$ cat src/rtl/adder3bit_inverse_serial.sv
// Bit-serial subtractor: recovers sayi1 = sum - sayi2 one bit per clock, LSB first.
// Define SUB_RANGE_CHECK_EN to drive range_err; otherwise range_err is tied low.
//
//   state | meaning
//   IDLE  | waiting for start
//   SHIFT | one difference bit per cycle, WIDTH cycles
//   DONE  | result registered; start here begins the next operation
module adder3bit_inverse_serial #(
  parameter int WIDTH = 4
) (
  input  logic             clk,
  input  logic             rst,
  input  logic             start,
  input  logic [WIDTH-1:0] sum,
  input  logic [WIDTH-2:0] sayi2,
  output logic             busy,
  output logic             done,
  output logic [WIDTH-2:0] sayi1,
  output logic             borrow,
  output logic             range_err
);

  localparam int CW = $clog2(WIDTH + 1);

  typedef enum logic [1:0] {
    IDLE  = 2'd0,
    SHIFT = 2'd1,
    DONE  = 2'd2
  } state_t;

  state_t           state, state_nxt;
  logic [WIDTH-1:0] a_sh, b_sh;
  logic [WIDTH-2:0] res;
  logic [CW-1:0]    cnt;
  logic             br;
  logic             d, br_n, load, last;

  always_comb begin
    d         = a_sh[0] ^ b_sh[0] ^ br;
    br_n      = (~a_sh[0] & b_sh[0]) | (~(a_sh[0] ^ b_sh[0]) & br);
    load      = start && ((state == IDLE) || (state == DONE));
    last      = (state == SHIFT) && (cnt == CW'(WIDTH - 1));
    state_nxt = state;
    case (state)
      IDLE:    if (start) state_nxt = SHIFT;
      SHIFT:   if (last)  state_nxt = DONE;
      DONE:    state_nxt = start ? SHIFT : IDLE;
      default: state_nxt = IDLE;
    endcase
  end

  always_ff @(posedge clk) begin
    if (rst) state <= IDLE;
    else     state <= state_nxt;
  end

  // busy/done trail the state by one cycle so done never overlaps busy
  always_ff @(posedge clk) begin
    if (rst) begin
      a_sh      <= '0;
      b_sh      <= '0;
      res       <= '0;
      cnt       <= '0;
      br        <= 1'b0;
      busy      <= 1'b0;
      done      <= 1'b0;
      sayi1     <= '0;
      borrow    <= 1'b0;
      range_err <= 1'b0;
    end else begin
      busy <= (state == SHIFT);
      done <= (state == DONE);
      if (load) begin
        a_sh <= sum;
        b_sh <= {1'b0, sayi2};
        br   <= 1'b0;
        cnt  <= '0;
      end else if (state == SHIFT) begin
        a_sh <= a_sh >> 1;
        b_sh <= b_sh >> 1;
        br   <= br_n;
        res  <= {d, res[WIDTH-2:1]};
        cnt  <= cnt + 1'b1;
        if (last) begin
          // on the final bit, res already holds the low WIDTH-1 difference bits and d is the MSB
          sayi1  <= res;
          borrow <= br_n;
`ifdef SUB_RANGE_CHECK_EN
          range_err <= br_n | d;
`else
          range_err <= 1'b0;
`endif
        end
      end
    end
  end

endmodule
$ cat config.mk
export PLATFORM = sky130hd
export DESIGN_NAME = adder3bit_inverse_serial
export DESIGN_NICKNAME = d
export VERILOG_FILES = /design/src/rtl/adder3bit_inverse_serial.sv
export SDC_FILE = /design/constraint.sdc
export NUM_CORES = 1
export LEC_CHECK = 0
export CAP_MARGIN = 20
export CORE_MARGIN = 2
export CORE_UTILIZATION = 56
export CTS_BUF_LIST = sky130_fd_sc_hd__clkbuf_8
export DETAILED_ROUTE_END_ITERATION = 10
export DONT_BUFFER_PORTS = 1
export GPL_TIMING_DRIVEN = 0
export PLACE_DENSITY = 0.74
export SYNTH_ARGS = -nofsm -noshare
export SYNTH_HDL_FRONTEND = slang
export SYNTH_SLANG_ARGS = --single-unit
export TNS_END_PERCENT = 100
$ cat constraint.sdc
create_clock -name clk -period 1.5 [get_ports clk]
set_clock_uncertainty 0.1 [all_clocks]
set_input_delay 0.15 -clock clk [delete_from_list [all_inputs] [get_ports clk]]
set_output_delay 0.15 -clock clk [all_outputs]
set_load 0.01 [all_outputs]
# Yosys cells after proc, flatten, opt, wreduce, memory -nomap -nowiden
# Cells that the tools add are included.
# word_totals
register_bits	22
inputBits	10
out_inout_bits	7
word_cells	41
# classes
add_sub_neg	1
eq_ne	5
muxes	8
bitwise_logic	8
reduce_logical	9
# ops
op	n
two-way mux 4 bit	2
two-way mux 3 bit	2
case mux 2 bit (3 select lines)	1
two-way mux 2 bit	2
!= test 2 bit (second input constant)	2
AND reduction 2 bit	2
adder 3 x 1 -> 3 bit (second input constant)	1
equality test 3 x 2 -> 1 bit (second input constant)	1
NOT 1 bit	3
AND reduction 3 bit	1
bitwise AND 1 bit	2
equality test 2 x 1 -> 1 bit (second input constant)	1
equality test 2 bit (second input constant)	1
logical AND 1 bit	2
logical NOT 2 bit	1
nonzero test 2 bit	1
OR reduction 2 bit	1
XOR 1 bit	2
logical OR 1 bit	1
two-way mux 1 bit	1
OR 1 bit	1

# Depth between registers and ports, before layout
# Gate-level depths: netlist of run 1.
# logic_depth
word_depth	5
ltp_mapped	6
mapped_depth_nobuf	5

# Worst setup path before layout of run 1
# No wires, ideal clock.
# synth_path
kind	register to register
start	reg cnt[0]
end	reg sayi1[0]
setup_ns	0.071
arrival_ns	1.072
t_required_ns	1.329
slack_ns	0.258
path_stages_with_launch	7
n_path_buf	1
period_less_slack_ns	1.242
path_cell_list	dfxtp_1 ha_1 ha_1 buf_6 nand3b_1 nand2_1 a21oi_1
# synth_between
elab_chain_cells	3
# synth_lines
element	line_no	source
start: declaration	34	logic [CW-1:0] cnt;
start signal: assignment	83	cnt <= cnt + 1'b1;
equality test 3 x 2 -> 1 bit	42	last = (state == SHIFT) && (cnt == CW'(WIDTH - 1));
logical AND 1 bit	42	
AND reduction 3 bit (no source line)	n/a	
end signal: assignment	86	sayi1 <= res;
end: declaration	18	output logic [WIDTH-2:0] sayi1,
# No other way between the ends.
# A chain may end at the register's enable or synchronous reset.

# Final worst setup path of run 1
# layout_path
start	reg cnt[0]
end	reg sayi1[2]
# Same word-level chain as after synthesis.

==> reports/qor_table.md, run 1 <==
| Item | Value |
| --- | --- |
| Run status | complete, but fails checks |
| Violations in the final reports | negative hold slack |
| Max stage delay cell, worst path | sky130_fd_sc_hd__dfxtp_1 |
| Worst endpoint data arrival time | 1.45 ns |
| Total grt overflow | 0 |
| Core footprint | 1520 µm² |
| Post-synth EDFFs | 0 |
| Share of post-route cells with drive strength above 1 | 0.139 |
| Clock tree from TritonCTS | yes |
| Number of placed cells counting well taps | 115 |
| Fraction of the cycle the final worst path needs | 0.911 |
| Proportion of power drawn by flip-flops and latches | 0.556 |
| Post-DRT Antenna Nets | 0 |
| Clk network pwr share | 0.312 |
| First-pass GRT wire length | 2770 µm |
| Internal | 0.000863 W |
| Later-pin clock latency in the skew report | 0.26 ns |
| Final non-filler cell area | 1050 µm² |
| CTS clock-pin slew for the worst setup and hold paths | 0.07 ns |
| Critical path cell sequence | ha_1, ha_1, buf_6, nand3b_1, nand2_1, a21oi_1 |
| Leading cell types by total area after synthesis | sky130_fd_sc_hd__dfxtp_1 (47%), sky130_fd_sc_hd__nand2_1 (6.9%), sky130_fd_sc_hd__a311oi_1 (4.7%) |
| Critical path class | reg -> reg |
| P per Cell Area | 1080 nW/µm² |
| Die span in x | 44.7 µm |
| Number of vias in the routed layout | 698 |
| Achievable clock frequency | 0.732 GHz |
| Root Driver | sky130_fd_sc_hd__clkbuf_8 |
| Syn_nets | 112 |
| Critical Path Sink Type | flop |
| Detailed Route Iter0 Violations | 16 |
| Synthesized cell area | 930 µm² |
| Worst-case vdd ir drop | 0.653 mV |
| Worst hold slack | -0.00724 ns |
| Delay of the slowest cell on the worst path | 0.33 ns |
| Number of global-route vias before repair | 626 |
| Layout-stage area growth over the synthesis result | 13.1% |
| Most common flop cell mapped by yosys | sky130_fd_sc_hd__dfxtp_1 |
| Yosys synthesis warning count | 0 |
| RSZ-0062 raised after global routing | false |
| Gate count after technology mapping | 99 |
| Wire per inst | 13.1 µm |
| Overall global routing resource usage | 0.195 |
| Number of endpoints failing setup at the final stage | 0 |
| Post_cts resized | 0 |
| Final core utilization | 0.690 |
| Antenna violations before repair | 0 |
| Total count of hold-check failures in the final report | 1 |
| Maximum number of pins on one net before global-route repair | 12 |
| Proportion of power drawn by combinational gates | 0.132 |
| Clock buffers created by TritonCTS | 3 |
| Max-capacitance violation count | 0 |
| Worst EP required | 1.58 ns |
| Maximum fanout count along the critical path | 8 |
| Number of different library cells in the post-synthesis netlist | 29 |
| # H-tree levels | 1 |
| Worst Setup Slack, final | 0.134 ns |
| Number of sinks handled by clock tree synthesis | 22 |
| Number of I/O port buffers | 0 |
| Library cell occupying the most area in the post-synthesis netlist | sky130_fd_sc_hd__dfxtp_1 |
| Max Buffers Root-to-Sink | 2 |
| Proportion of netlist area held by the largest area contributor | 0.474 |
| Number of remaining DRC errors | 0 |
| Placement Setup Slack | 0.145 ns |
| Final standard cell count with taps included and fillers excluded | 124 |
| Minimum period implied by the final worst setup slack | 1.37 ns |
| Ports | 17 |
| Cell Rows | 14 |
| Net switching share of the total power | 0.240 |
| Synthesis-stage register bit count | 22 |
| Proportion of synthesized chip area in sequential cells | 0.474 |
| Async set or reset register ratio after synthesis | 0 |
| Fin. max-slew vios | 0 |
| Number of iterations in the first detailed-routing pass | 4 |
| Type of the tightest min-delay check | in -> reg |
| Die boundary height | 44.7 µm |
| Leak Pwr | 0.382 nW |
| Power spent charging and discharging nets | 0.000272 W |
| Net count, final | 123 |
| Final weighted congestion in routability-driven placement | 0.715 |
| Startpoint type of the worst setup path | flop |
| Filler cell count | 127 |
| Ant. Diodes | 0 |
| Initial core utilization | 0.610 |
| Most Frequent Cell on Critical Path | sky130_fd_sc_hd__ha_1 |
| Final Routed Wirelength | 1620 µm |
| Avg Cell Area, Syn | 9.39 µm² |
| Dpl hpwl | 1150 µm |
| Post-Route Setup TNS | 0 ns |
| Die area | 2000 µm² |
| Post-DR vias/cell | 5.63 |
| Standard cell area after detailed placement | 950 µm² |
| Number of buffers inserted to repair setup after CTS | 0 |
==> cell usage after synthesis (2+ instances only) <==
master	number
sky130_fd_sc_hd__nor2_1	7
sky130_fd_sc_hd__nand2_1	17
sky130_fd_sc_hd__nand3_1	3
sky130_fd_sc_hd__buf_6	2
sky130_fd_sc_hd__nand2b_1	2
sky130_fd_sc_hd__clkbuf_1	2
sky130_fd_sc_hd__a2111oi_2	2
sky130_fd_sc_hd__a311oi_1	5
sky130_fd_sc_hd__a21oi_1	6
sky130_fd_sc_hd__buf_2	3
sky130_fd_sc_hd__dfxtp_1	22
sky130_fd_sc_hd__mux2i_1	3
sky130_fd_sc_hd__inv_1	3
sky130_fd_sc_hd__ha_1	2
sky130_fd_sc_hd__nor3_1	6
==> area by class of cell <==
type | count | area (µm²) | share of cell area
Buffer | 9 | 72.6 | 0.0690
Tap cell | 16 | 20.0 | 0.0190
Sequential cell | 22 | 440 | 0.419
Clock buffer | 3 | 41.3 | 0.0393
Timing Repair Buffer | 6 | 60.1 | 0.0571
Inverter | 3 | 11.3 | 0.0107
Multi-Input combinational cell | 65 | 405 | 0.386
==> state kept, by name (all words and copies together) (netlist names) <==
register	cells
a_sh	4
b_sh	3
borrow	1
br	1
busy	1
cnt	3
done	1
res	3
sayi1	3
state	2
==> power groups by stage <==
stage          Combinational, W  Clock [W]  Sequential, W
3_3_place_gp           0.000134          0       0.000643
6_report               0.000150   0.000355       0.000631
4_1_cts                0.000151   0.000362       0.000631
3_5_place_dp           0.000137          0       0.000644
2_1_floorplan          0.000115          0       0.000640
5_1_grt                0.000168   0.000388       0.000634
==> logic make-up (layout without fill, tap and decap cells) <==
kind of cell	Yosys count	count (layout)	share of synthesized area
buffers and inverters	12	21	0.0902
xor gates and xnor gates	1	1	0.00942
DFF	22	22	0.474
adders and majority gates	3	3	0.0484
and+or+nand+nor	41	41	0.206
muxes	3	3	0.0323
AOI/OAI and AO/OA	16	16	0.136
other	1	1	0.00403
==> metrics by stage <==
stage | hold slack, ns | power, W
floorplan | 0.130 | 0.000755
global placement | 0.134 | 0.000777
detailed placement | 0.137 | 0.000781
CTS | 0.00671 | 0.00114
global route | 0.00741 | 0.00119
finish | -0.00724 | 0.00114
==> placed cells by master (no fill, tap or decap) <==
cell,instances
sky130_fd_sc_hd__dfxtp_1,22
sky130_fd_sc_hd__nand2_1,17
sky130_fd_sc_hd__nor2_1,7
sky130_fd_sc_hd__nor3_1,6
sky130_fd_sc_hd__a21oi_1,6
sky130_fd_sc_hd__dlygate4sd3_1,6
sky130_fd_sc_hd__a311oi_1,5
sky130_fd_sc_hd__inv_1,3
sky130_fd_sc_hd__buf_2,3
sky130_fd_sc_hd__mux2i_1,3
sky130_fd_sc_hd__nand3_1,3
sky130_fd_sc_hd__clkbuf_8,3
sky130_fd_sc_hd__clkbuf_1,2
sky130_fd_sc_hd__buf_6,2
sky130_fd_sc_hd__nand2b_1,2
sky130_fd_sc_hd__a2111oi_2,2
sky130_fd_sc_hd__ha_1,2
sky130_fd_sc_hd__and2b_4,1
sky130_fd_sc_hd__nor2b_1,1
sky130_fd_sc_hd__buf_12,1
sky130_fd_sc_hd__nor2_2,1
sky130_fd_sc_hd__o21a_1,1
sky130_fd_sc_hd__o22ai_1,1
sky130_fd_sc_hd__xnor2_1,1
sky130_fd_sc_hd__nand3b_1,1
sky130_fd_sc_hd__and2_1,1
sky130_fd_sc_hd__nor3b_1,1
sky130_fd_sc_hd__a21oi_2,1
sky130_fd_sc_hd__fa_1,1
sky130_fd_sc_hd__buf_4,1
sky130_fd_sc_hd__conb_1,1
==> layer usage <==
layer,GRT usage,share of wire
met1,0.265,0.47
met5,0,0
met3,0.0360,0.033
met4,0.127,0.026
met2,0.284,0.47
==> final timing paths <==
kind / from / to / slack, ns / cells after the start
worst max-delay path: cnt[0] / sayi1[2] / 0.13 / 6
worst min-delay path: sum[3] / a_sh[3] / -0.007 / 2
worst max register to register: cnt[0] / sayi1[2] / 0.13 / 6
worst min register to register: res[0] / res[0] / 0.36 / 2
==> what timing repair did <==
item,CTS,global route
hold endpoints to repair,6,0
hold buffers,6,0
setup endpoints to repair,0,0
==> worst max-delay path, delay by kind of cell (launching register included) <==
kind | cells | cell delay, ns
and+or+nand+nor | 2 | 0.20
buffers and inverters | 1 | 0.13
DFF | 1 | 0.33
adders and majority gates | 2 | 0.38
AOI/OAI and AO/OA | 1 | 0.15
No activity file was read; power rests on OpenSTA's default activity.
==> inputs of run 2 (changes only) <==
--- a/config.mk
+++ b/config.mk
@@ -12,7 +12,7 @@
 export DETAILED_ROUTE_END_ITERATION = 10
 export DONT_BUFFER_PORTS = 1
 export GPL_TIMING_DRIVEN = 0
-export PLACE_DENSITY = 0.74
+export PLACE_DENSITY = 0.78
 export SYNTH_ARGS = -nofsm -noshare
 export SYNTH_HDL_FRONTEND = slang
 export SYNTH_SLANG_ARGS = --single-unit
==> reports/qor_table.md, run 2 (same netlist as run 1, synthesis figures left out) <==
| Item | Value | Change |
| --- | --- | --- |
| Run status | complete, but fails checks |  |
| Violations in the final reports | negative hold slack |  |
| Worst hold slack | -0.00782 ns | -0.000579 ns |
| Core footprint | 1520 µm² | unchanged |
| Worst-case vdd ir drop | 0.993 mV | +52% |
| Area used by multi-input combinational logic | 405 µm² | unchanged |
| Met1 routed wirelength after detailed routing | 751 µm | -2.2% |
| Worst endpoint data arrival time | 1.41 ns | -0.04 ns |
| Proportion of power drawn by flip-flops and latches | 0.526 | -0.030 |
| Final non-filler cell area | 1050 µm² | +0.36% |
| Critical path cell sequence | inv_1, fa_1, a2111oi_2 |  |
| Cell family with most CP delay | adder cells |  |
| Number of placed cells counting well taps | 115 | unchanged |
| Worst EP required | 1.56 ns | -0.02 ns |
| Leak Pwr | 0.385 nW | +0.79% |
| Root Driver | sky130_fd_sc_hd__clkbuf_8 |  |
| Delay of the slowest cell on the worst path | 0.43 ns | +0.10 ns |
| Post-DR vias/cell | 5.62 | -0.14% |
| Worst-case register-to-register setup slack | 0.15 ns | about the same |
| First-pass GRT wire length | 2890 µm | +4.3% |
| Filler cell count | 118 | -7.1% |
| Max Buffers Root-to-Sink | 2 | unchanged |
| Proportion of power drawn by combinational gates | 0.123 | -0.009 |
| Length of routed met2 wiring | 845 µm | +11% |
| Total grt overflow | 0 | unchanged |
| Ports | 17 | unchanged |
| Power spent charging and discharging nets | 0.000284 W | +4.4% |
| Initial core utilization | 0.610 | unchanged |
| Startpoint type of the worst setup path | flop |  |
| Hold buffers post-CTS | 5 | -1 |
| Number of remaining DRC errors | 0 | unchanged |
| Final weighted congestion in routability-driven placement | 0.750 | +4.9% |
| Maximum fanout count along the critical path | 2 | -6 |
| Die boundary height | 44.7 µm | unchanged |
| Cell depth of the worst min-delay path | 2 | unchanged |
| Detailed Route Iter0 Violations | 17 | +1 |
| Transition time at the pin with the least slew margin | 0.509 ns |  |
| Max-capacitance violation count | 0 | unchanged |
| Total count of hold-check failures in the final report | 1 | unchanged |
| Worst hold endpoint | b_sh[1] |  |
| Worst Setup Slack, final | 0.146 ns | +0.0123 ns |
| RSZ-0062 raised after global routing | false |  |
| Post-Route Setup TNS | 0 ns | unchanged |
| Placement Setup Slack | 0.148 ns | +0.00298 ns |
| Wire per inst | 13.5 µm | +3.1% |
| Number of sinks handled by clock tree synthesis | 22 | unchanged |
| Maximum number of pins on one net before global-route repair | 13 | +1 |
| Share of post-route cells with drive strength above 1 | 0.148 | +0.00926 |
| Number of buffer and inverter instances along the worst setup path | 1 | unchanged |
| Dpl hpwl | 1170 µm | +2.1% |
| Layout-stage area growth over the synthesis result | 13.5% |  |
| Worst r2r path cells | 3 | -3 |
| Critical Path Sink Type | flop |  |
| Clock buffers created by TritonCTS | 3 | unchanged |
| Net switching share of the total power | 0.237 | -0.00296 |
| Area occupied by registers | 440 µm² | unchanged |
| Fraction of the cycle the final worst path needs | 0.903 | -0.00823 |
| Number of endpoints failing setup at the final stage | 0 | unchanged |
| Start point of the worst hold path | sayi2[1] |  |
| Met3 wire length | 53 µm | unchanged |
| Fin. max-slew vios | 0 | unchanged |
| Largest Register | a_sh |  |
| Ant. Diodes | 0 | unchanged |
| Minimum period implied by the final worst setup slack | 1.35 ns | -0.0123 ns |
| Clock tree from TritonCTS | yes |  |
| Standard cell area after detailed placement | 950 µm² | unchanged |
| Overall global routing resource usage | 0.202 | +0.00707 |
| CTS clock-pin slew for the worst setup and hold paths | 0.08 ns | about the same |
| Worst flop-to-flop path endpoint | br |  |
| Cell Rows | 14 | unchanged |
| Post_cts resized | 0 | unchanged |
| Number of flip-flops in the largest register | 4 | unchanged |
| Number of I/O port buffers | 0 | unchanged |
| Clk network pwr share | 0.350 | +0.038 |
| Net count, final | 122 | -0.81% |
| Number of vias in the routed layout | 697 | -0.14% |
| Number of iterations in the first detailed-routing pass | 4 | unchanged |
| Later-pin clock latency in the skew report | 0.26 ns | about the same |
| Die span in x | 44.7 µm | unchanged |
| P per Cell Area | 1140 nW/µm² | +5.3% |
| Final Routed Wirelength | 1670 µm | +3.1% |
| Max stage delay cell, worst path | sky130_fd_sc_hd__fa_1 |  |
| Type of the tightest min-delay check | in -> reg |  |
| Reg-to-reg startpoint | b_sh[0] |  |
| Critical path class | reg -> reg |  |
| Final standard cell count with taps included and fillers excluded | 124 | unchanged |
| # H-tree levels | 1 | unchanged |
| Internal | 0.000915 W | +6.1% |
| Post-DRT Antenna Nets | 0 | unchanged |
| Most common cell after layout, fill and taps aside | sky130_fd_sc_hd__dfxtp_1 |  |
| Top sig layer | met4 |  |
| Achievable clock frequency | 0.739 GHz | +0.91% |
| Antenna violations before repair | 0 | unchanged |
| Max transition margin | 0.661 |  |
| Most used cells in the layout excluding fill and tap cells | sky130_fd_sc_hd__dfxtp_1 (22), sky130_fd_sc_hd__nand2_1 (17), sky130_fd_sc_hd__nor2_1 (7) |  |
| Die area | 2000 µm² | unchanged |
| Number of buffers inserted to repair setup after CTS | 0 | unchanged |
| Number of global-route vias before repair | 695 | +11% |
-- run 2: cell types whose count changed in the layout (fill, tap and decap cells not counted), sizes merged --
cell,before,now
clkbuf,5,6
dlygate4sd3,6,5
-- run 2: power by group through the flow --
stage | Clock (W) | Combinational, W | Sequential (W)
6_report | 0.000420 | 0.000148 | 0.000631
5_1_grt | 0.000448 | 0.000167 | 0.000634
4_1_cts | 0.000424 | 0.000149 | 0.000631
3_5_place_dp | 0 | 0.000139 | 0.000644
3_3_place_gp | 0 | 0.000134 | 0.000643
2_1_floorplan | 0 | 0.000115 | 0.000640
-- run 2: how the worst max path moves through the flow --
| stage | from | end | slack, ns | cells after the start |
|---|---|---|---|---|
| detailed placement | b_sh[0] | br | 0.15 | 3 |
| CTS | b_sh[0] | br | 0.14 | 3 |
| floorplan | cnt[0] | sayi1[0] | 0.26 | 6 |
| finish | b_sh[0] | br | 0.15 | 3 |
| global route | cnt[0] | sayi1[0] | 0.06 | 6 |
| global placement | cnt[0] | sayi1[1] | 0.20 | 6 |
-- run 2: per-stage QoR --
stage | utilization | total power [W]
floorplan | - | 0.000755
global placement | 0.623 | 0.000777
detailed placement | 0.623 | 0.000783
CTS | 0.692 | 0.00120
global route | 0.692 | 0.00125
finish | 0.692 | 0.00120
-- run 2: layout make-up --
cell class / instances / share of cell area
Inverter: 3 / 0.0107
Buffer: 9 / 0.0688
Multi-Input combinational cell: 65 / 0.384
Sequential cell: 22 / 0.418
Timing Repair Buffer: 5 / 0.0474
Tap cell: 16 / 0.0190
Clock buffer: 4 / 0.0522
-- run 2: per-layer routing --
layer	vias to the layer above	GRT usage
met5	-	0
met4	0	0.109
met3	4	0.0480
met2	14	0.328
met1	327	0.248
li1	352	-
